--- config.mk ---
export PLATFORM = sky130hd
export DESIGN_NAME = verilab_gpio_ctrl
export DESIGN_NICKNAME = d
export VERILOG_FILES = /design/src/rtl/verilab_gpio_pkg.sv /design/src/rtl/verilab_sync_bit.sv /design/src/rtl/verilab_gpio_ctrl.sv
export SDC_FILE = /design/constraint.sdc
export NUM_CORES = 1
export LEC_CHECK = 0
export ABC_CLOCK_PERIOD_IN_PS = 1490
export CORE_ASPECT_RATIO = 0.5
export CORE_MARGIN = 10
export CORE_UTILIZATION = 57
export CTS_CLUSTER_DIAMETER = 150
export DETAILED_ROUTE_END_ITERATION = 10
export DONT_BUFFER_PORTS = 1
export PLACE_DENSITY = 0.87
export SYNTH_ARGS = -nofsm -noshare
export SYNTH_HDL_FRONTEND = slang
export SYNTH_SLANG_ARGS = --single-unit
--- constraint.sdc ---
create_clock -name clk -period 1.49 [get_ports clk]
set_clock_uncertainty 0.05 [all_clocks]
set_input_delay 0.2235 -clock clk [delete_from_list [all_inputs] [get_ports clk]]
set_output_delay 0.2235 -clock clk [all_outputs]
set_load 0.005 [all_outputs]
--- src/rtl/verilab_gpio_pkg.sv ---
`timescale 1ns/1ps
`default_nettype none
// +--------------------------------------------------------------------+
// | verilab_gpio_pkg                                                   |
// | Register map indices and controller FSM state type for the GPIO.   |
// | Revision: 1.0                                                      |
// +--------------------------------------------------------------------+
package verilab_gpio_pkg;

  localparam logic [2:0] GPIO_OUT      = 3'd0;
  localparam logic [2:0] GPIO_EN       = 3'd1;
  localparam logic [2:0] GPIO_IN       = 3'd2;
  localparam logic [2:0] GPIO_RISE_EN  = 3'd3;
  localparam logic [2:0] GPIO_FALL_EN  = 3'd4;
  localparam logic [2:0] GPIO_IRQ_MASK = 3'd5;
  localparam logic [2:0] GPIO_IRQ_STAT = 3'd6;

  typedef enum logic [0:0] {
    ST_IDLE = 1'b0,
    ST_ACK  = 1'b1
  } gpio_state_t;

endpackage
`default_nettype wire

--- src/rtl/verilab_sync_bit.sv ---
`timescale 1ns/1ps
`default_nettype none
// +--------------------------------------------------------------------+
// | verilab_sync_bit                                                   |
// | Single-bit N-flop synchroniser for asynchronous pad inputs.        |
// | Revision: 1.0                                                      |
// +--------------------------------------------------------------------+
module verilab_sync_bit #(
  parameter int STAGES = 2
) (
  input  logic clk,
  input  logic reset_n,
  input  logic d,
  output logic q
);

  logic [STAGES-1:0] r_ff;

  always_ff @(posedge clk or negedge reset_n) begin
    if (!reset_n) begin
      r_ff <= '0;
    end else begin
      r_ff <= {r_ff[STAGES-2:0], d};
    end
  end

  assign q = r_ff[STAGES-1];

endmodule
`default_nettype wire

--- src/rtl/verilab_gpio_ctrl.sv ---
`timescale 1ns/1ps
`default_nettype none
// +--------------------------------------------------------------------+
// | verilab_gpio_ctrl                                                  |
// | Core-side GPIO controller: pad drive, input edge IRQ, reg port.    |
// | Revision: 1.0                                                      |
// +--------------------------------------------------------------------+
module verilab_gpio_ctrl
  import verilab_gpio_pkg::*;
#(
  parameter int WIDTH       = 32,
  parameter int SYNC_STAGES = 2
) (
  input  logic             clk,
  input  logic             reset_n,
  input  logic             req,
  input  logic             we,
  input  logic [2:0]       addr,
  input  logic [WIDTH-1:0] wdata,
  output logic             ready,
  output logic [WIDTH-1:0] rdata,
  output logic             irq,
  input  logic [WIDTH-1:0] core_gpio_in,
  output logic [WIDTH-1:0] core_gpio_out,
  output logic [WIDTH-1:0] core_gpio_en
);

  gpio_state_t      r_state;
  gpio_state_t      w_state_nxt;
  logic             w_accept;
  logic             w_wr;
  logic             w_rd;
  logic [WIDTH-1:0] r_out;
  logic [WIDTH-1:0] r_en;
  logic [WIDTH-1:0] r_rise_en;
  logic [WIDTH-1:0] r_fall_en;
  logic [WIDTH-1:0] r_irq_mask;
  logic [WIDTH-1:0] r_irq_stat;
  logic [WIDTH-1:0] r_prev;
  logic [WIDTH-1:0] r_rdata;
  logic             r_irq;
  logic [WIDTH-1:0] w_sync;
  logic [WIDTH-1:0] w_rmux;
  logic [WIDTH-1:0] w_w1c;
  logic [WIDTH-1:0] w_rise;
  logic [WIDTH-1:0] w_fall;

  genvar gi;
  generate
    for (gi = 0; gi < WIDTH; gi++) begin : g_sync
      verilab_sync_bit #(
        .STAGES (SYNC_STAGES)
      ) u_sync (
        .clk     (clk),
        .reset_n (reset_n),
        .d       (core_gpio_in[gi]),
        .q       (w_sync[gi])
      );
    end
  endgenerate

  always_ff @(posedge clk or negedge reset_n) begin
    if (!reset_n) begin
      r_state <= ST_IDLE;
    end else begin
      r_state <= w_state_nxt;
    end
  end

  // Requests arriving while in ACK are dropped; only IDLE accepts.
  always_comb begin
    w_state_nxt = r_state;
    w_accept    = 1'b0;
    case (r_state)
      ST_IDLE: begin
        if (req) begin
          w_accept    = 1'b1;
          w_state_nxt = ST_ACK;
        end
      end
      ST_ACK:  w_state_nxt = ST_IDLE;
      default: w_state_nxt = ST_IDLE;
    endcase
  end

  assign w_wr = w_accept & we;
  assign w_rd = w_accept & ~we;

  always_comb begin
    w_rmux = '0;
    case (addr)
      GPIO_OUT:      w_rmux = r_out;
      GPIO_EN:       w_rmux = r_en;
      GPIO_IN:       w_rmux = w_sync;
      GPIO_RISE_EN:  w_rmux = r_rise_en;
      GPIO_FALL_EN:  w_rmux = r_fall_en;
      GPIO_IRQ_MASK: w_rmux = r_irq_mask;
      GPIO_IRQ_STAT: w_rmux = r_irq_stat;
      default:       w_rmux = '0;
    endcase
  end

  assign w_w1c  = (w_wr && (addr == GPIO_IRQ_STAT)) ? wdata : '0;
  assign w_rise = w_sync & ~r_prev & r_rise_en;
  assign w_fall = ~w_sync & r_prev & r_fall_en;

  always_ff @(posedge clk or negedge reset_n) begin
    if (!reset_n) begin
      r_out      <= '0;
      r_en       <= '0;
      r_rise_en  <= '0;
      r_fall_en  <= '0;
      r_irq_mask <= '0;
      r_irq_stat <= '0;
      r_prev     <= '0;
      r_rdata    <= '0;
      r_irq      <= 1'b0;
    end else begin
      if (w_wr) begin
        case (addr)
          GPIO_OUT:      r_out      <= wdata;
          GPIO_EN:       r_en       <= wdata;
          GPIO_RISE_EN:  r_rise_en  <= wdata;
          GPIO_FALL_EN:  r_fall_en  <= wdata;
          GPIO_IRQ_MASK: r_irq_mask <= wdata;
          default:       ;
        endcase
      end
      // New edges are ORed in after the clear, so a set beats a same-cycle W1C.
      r_irq_stat <= (r_irq_stat & ~w_w1c) | w_rise | w_fall;
      r_prev     <= w_sync;
      r_rdata    <= w_rd ? w_rmux : '0;
      r_irq      <= |(r_irq_stat & r_irq_mask);
    end
  end

  assign ready         = (r_state == ST_ACK);
  assign rdata         = r_rdata;
  assign irq           = r_irq;
  assign core_gpio_out = r_out;
  assign core_gpio_en  = r_en;

endmodule
`default_nettype wire

# Yosys cells after proc, flatten, opt, wreduce, memory -nomap -nowiden
# Index checks and enable logic that the tools add are counted.
[totals]
ff_bits = 322
output_inout_bits = 98
wordCells = 77
[op_classes]
eq_ne = 6
muxes = 6
bitwise_logic = 15
n_reduce_logical = 8
[ops]
columns = ["op", "n"]
rows = [
  ["$pmux 32 s7", 1],
  ["$and 32x32->32", 6],
  ["$not 32->32", 3],
  ["$mux 32", 2],
  ["$or 32x32->32", 2],
  ["$reduce_or 32->1", 1],
  ["$reduce_and 2->1", 5],
  ["$eq 3x3->1 const B", 3],
  ["$eq 3x2->1 const B", 2],
  ["$eq 3x1->1 const B", 1],
  ["$logic_not 3->1", 1],
  ["$and 1x1->1", 2],
  ["$mux 1", 2],
  ["$not 1->1", 2],
  ["$pmux 1 s2", 1],
  ["$logic_and 1x1->1", 1],
]

# Longest topological paths before layout
[depth]
depth_word = 9
depth_mapped = 7
depth_no_buf = 3

# By module
# Synthesis repeated with hierarchy kept, for this count alone.
[unflattened]
cells_unflattened = 982
hier_area_um2 = 12899.9
[modules_own_cells]
columns = ["module", "n_inst", "cells_per_inst", "area_each_um2", "seq_area_each_um2"]
rows = [
  ["verilab_gpio_ctrl", 1, 918, 11298.3, 6456.2],
  ["verilab_sync_bit", 32, 2, 50.0, 50.0],
]

# Worst setup path after synthesis
# No wires, ideal clock.
[synth_timing]
path_type = "input to register"
startpoint = "input port addr[0]"
endpoint = "register r_rise_en[11]"
setup_time_ns = 0.125
arrival_ns = 1.402
t_required_ns = 1.315
slack_ns = -0.087
path_stages = 7
path_buffers = 4
path_cell_list = "buf_2 -> and3b_1 -> buf_6 -> and3_1 -> buf_6 -> buf_6 -> mux2_4"
[synth_between]
elab_chain_cells = 2
[synth_lines]
columns = ["element", "line", "text"]
rows = [
  ["start: declaration", "verilab_gpio_ctrl.sv:18", "input logic [2:0] addr,"],
  ["$eq 3x2->1", "verilab_gpio_ctrl.sv:120", "case (addr)"],
  ["$reduce_and 2->1 (no source line)", "n/a", ""],
  ["end signal: assignment", "verilab_gpio_ctrl.sv:123", "GPIO_RISE_EN: r_rise_en <= wdata;"],
  ["end: declaration", "verilab_gpio_ctrl.sv:35", "logic [WIDTH-1:0] r_rise_en;"],
]
# No other way between the ends.
# A chain may end at the register's enable or synchronous reset.

# Final worst setup path
[layout_timing]
startpoint = "register r_irq_stat[29]"
endpoint = "register r_irq, in the netlist irq"
[layout_between]
elab_chain_cells = 2
[layout_lines]
columns = ["element", "line", "text"]
rows = [
  ["start: declaration", "verilab_gpio_ctrl.sv:38", "logic [WIDTH-1:0] r_irq_stat;"],
  ["start signal: assignment", "verilab_gpio_ctrl.sv:130", "r_irq_stat <= (r_irq_stat & ~w_w1c) | w_rise | w_fall;"],
  ["$and 32x32->32", "verilab_gpio_ctrl.sv:133", "r_irq <= |(r_irq_stat & r_irq_mask);"],
  ["$reduce_or 32->1", "verilab_gpio_ctrl.sv:133", ""],
  ["end signal: assignment", "verilab_gpio_ctrl.sv:133", ""],
  ["end: declaration", "verilab_gpio_ctrl.sv:41", "logic r_irq;"],
]
# No other way between the ends.

==> reports/summary.txt <==
status = complete, but fails checks
failing checks = hold timing, setup timing
Routed wire per std cell = 35.9 microns
Worst-path clk slew = 0.08 ns
endpoint class of the critical path = flip-flop
R2R Setup Slk = -0.26 ns
root buffer cell = clkbuf_16
Post-synth EDFFs = 0
total gr overflow = 0
share of layout cells above drive strength 1 = 0.372
Starting Density = 0.576
Die Footprint = 29700 sq um
Max-slew headroom = 0.385
CP max FO = 3
final setup margin = -0.259 ns
critical path type = reg2reg
PwrDens = 1420 nW/um^2
maxcap violations = 0
Critical Path, Cell by Cell = a22oi_2 > nand4_1 > or4_1
Pleak = 6.90 nW
VDD IR-drop max = 929 uV
CP arrival = 2.13 ns
average size of a mapped cell = 14.4 sq um
DR iter-0 viols = 1966
minimum clock period = 1.75 ns
register area = 8060 sq um
die span in x = 234 microns
most common cell in the netlist = dfrtp_1
slowest CP cell = or4_1
# fillers = 1118
RSZ-0062 raised after global routing = true
gr usage total = 0.272
largest net degree at the start of global routing = 323
antenna violations before repair = 6
first-pass GRT wire length = 62.5 mm
Final Hold Viols = 322
Slew @ Worst Pin = 0.922 ns
Port Buffer Count = 0
core area = 22700 sq um
Final HPWL DP = 24.3 mm
top cell type's share of synthesized area = 0.617
total CTS buffers = 28
Area Overhead vs Synth = 25.2%
post-synthesis sequential element count = 322
Max Slew Vio Count = 0
placed cell areas = 13800 sq um
Main synth FF type = dfrtp_1
Post-Place Setup Slack = -0.158 ns
drt total wl = 48.7 mm
CTS tree = built
Critical Path Max Stage Delay = 0.53 ns
Min Hold Slack = -0.668 ns
WP data required = 1.87 ns
drt pass-1 iters = 10
CP bufs+invs = 0
startpoint types = flip-flop
# setup viols final = 224
number of placed I/O pins = 169
most frequent cells after synthesis = 322 x dfrtp_1, 136 x mux2_2, 66 x a22oi_1, 57 x mux2_4, 38 x nand2_1
vias in the first global route = 9780
routability cong. = 0.921
Syn. warnings = 0
register area share after synthesis = 0.617
Final ANT Viol Nets = 0
design area = 16400 sq um
area leader, netlist = dfrtp_1
layout net count = 1097
Post-CTS Hold Buffers = 66
Sum Neg Setup Slack = -29.34 ns
Max Clk Rate = 572 MHz
DR DRC count = 0
final period utilization = 1.17
area of the multi-input gates = 5340 sq um
CP delay by family, top = simple AND/OR/NAND/NOR gates
asr flop ratio synth = 1.00
Via density = 7.46
H-tree depth = 1
total number of vias = 10126
chip height = 127 microns
Skew-Pair Late Insertion Delay = 0.55 ns
Post-Syn Instances = 905
number of distinct library cells after synthesis = 32
clock buffer depth = 3
row cnt = 39
Sink Count = 322
top cells by area, synth = dfrtp_1 62%, mux2_2 12%, mux2_4 6.5%
synthesized area = 13100 sq um
syn nets = 976
worst min-delay path category = in2async
where the power goes:
part	internal (mW)	total (mW)	switching, mW
Clock	4.19	7.61	3.42
Sequential	10.0	11.8	1.72
Combinational	2.08	3.79	1.71
Total	16.3	23.2	6.85
worst register-to-register path: stages, from the launching register on:
cell     delay [ns]
dfrtp_2        0.48
a22oi_2        0.40
nand4_1        0.17
or4_1          0.53
stage by stage:
stage | instances | power [mW] | utilization | hold WS [ns]
6_report | 1357 | 23.2 | 0.721 | -0.668
5_1_grt | 1356 | 23.6 | 0.721 | -0.687
4_1_cts | 1342 | 21.9 | 0.685 | -0.674
3_5_place_dp | 1223 | 14.2 | 0.608 | -0.108
3_3_place_gp | 1223 | 14.0 | 0.608 | -0.110
2_1_floorplan | 905 | 13.0 | - | -0.122
per-layer routing:
layer	track usage	part of all wire	wire length [microns]
met5	0	0.00070	34
met4	0.126	0.079	3840
met3	0.0782	0.15	7530
met2	0.433	0.44	21600
met1	0.340	0.32	15700
sequential cells by signal, indices dropped and copies added (netlist names):
register            cells
r_irq_stat             32
r_rise_en              32
ready                   1
r_prev                 32
rdata                  32
r_irq_mask             32
core_gpio_out          32
r_fall_en              32
irq                     1
core_gpio_en           32
g_sync.u_sync.r_ff     64
cells by family after synthesis:
kind of cell	after synthesis	synth area share
AO/OA/AOI/OAI	199	0.115
buffers and inverters	88	0.0345
flip-flops	322	0.617
multiplexers	199	0.189
AND/OR/NAND/NOR	97	0.0451
cell usage in the layout (no fill, tap or decap), types with 3 or more instances in the layout:
cell type      count
dfrtp_1          318
mux2_2           122
mux2_4            72
dlygate4sd3_1     66
a22oi_1           59
buf_4             50
nand2_1           38
a32oi_1           37
nand3b_1          35
inv_1             33
o211ai_1          32
clkbuf_16         31
o31ai_4           30
a31oi_4           13
buf_12            13
a31oi_1           12
buf_6             12
clkbuf_8           9
clkbuf_1           8
a22oi_2            7
a31oi_2            6
diode_2            4
nand4_1            4
mux2_1             4
dfrtp_2            4
and3b_1            3
worst paths after layout:
path	cells after the start	end	start
max	3	irq$_DFF_PN0_	r_irq_stat[29]$_DFF_PN0_
min	0	r_prev[29]$_DFF_PN0_	reset_n
max reg2reg	3	irq$_DFF_PN0_	r_irq_stat[29]$_DFF_PN0_
min reg2reg	0	g_sync[12].u_sync.r_ff[1]$_DFF_PN0_	g_sync[12].u_sync.r_ff[0]$_DFF_PN0_
max in group asynchronous	0	r_fall_en[19]$_DFFE_PN0P_	reset_n
min in group clk	3	rdata[9]$_DFF_PN0_	addr[2]
what timing repair did:
item | 4_1_cts | 5_1_grt
endpoints found under the hold margin | 554 | 322
buffers inserted | 3 | 8
setup endpoints to repair | 185 | 209
gates cloned | 1 | 4
resized for setup | 31 | 103
pin swaps | 2 | 31
cell type report:
class | instances | area share
Clock inverter | 4 | 0.00291
Tap cell | 307 | 0.0235
Multi-Input combinational cell | 495 | 0.326
Timing Repair Buffer | 145 | 0.0924
Clock buffer | 46 | 0.0538
Antenna cell | 4 | 0.000612
Sequential cell | 322 | 0.493
Inverter | 34 | 0.00780
Power figures use the tool's default switching activity.
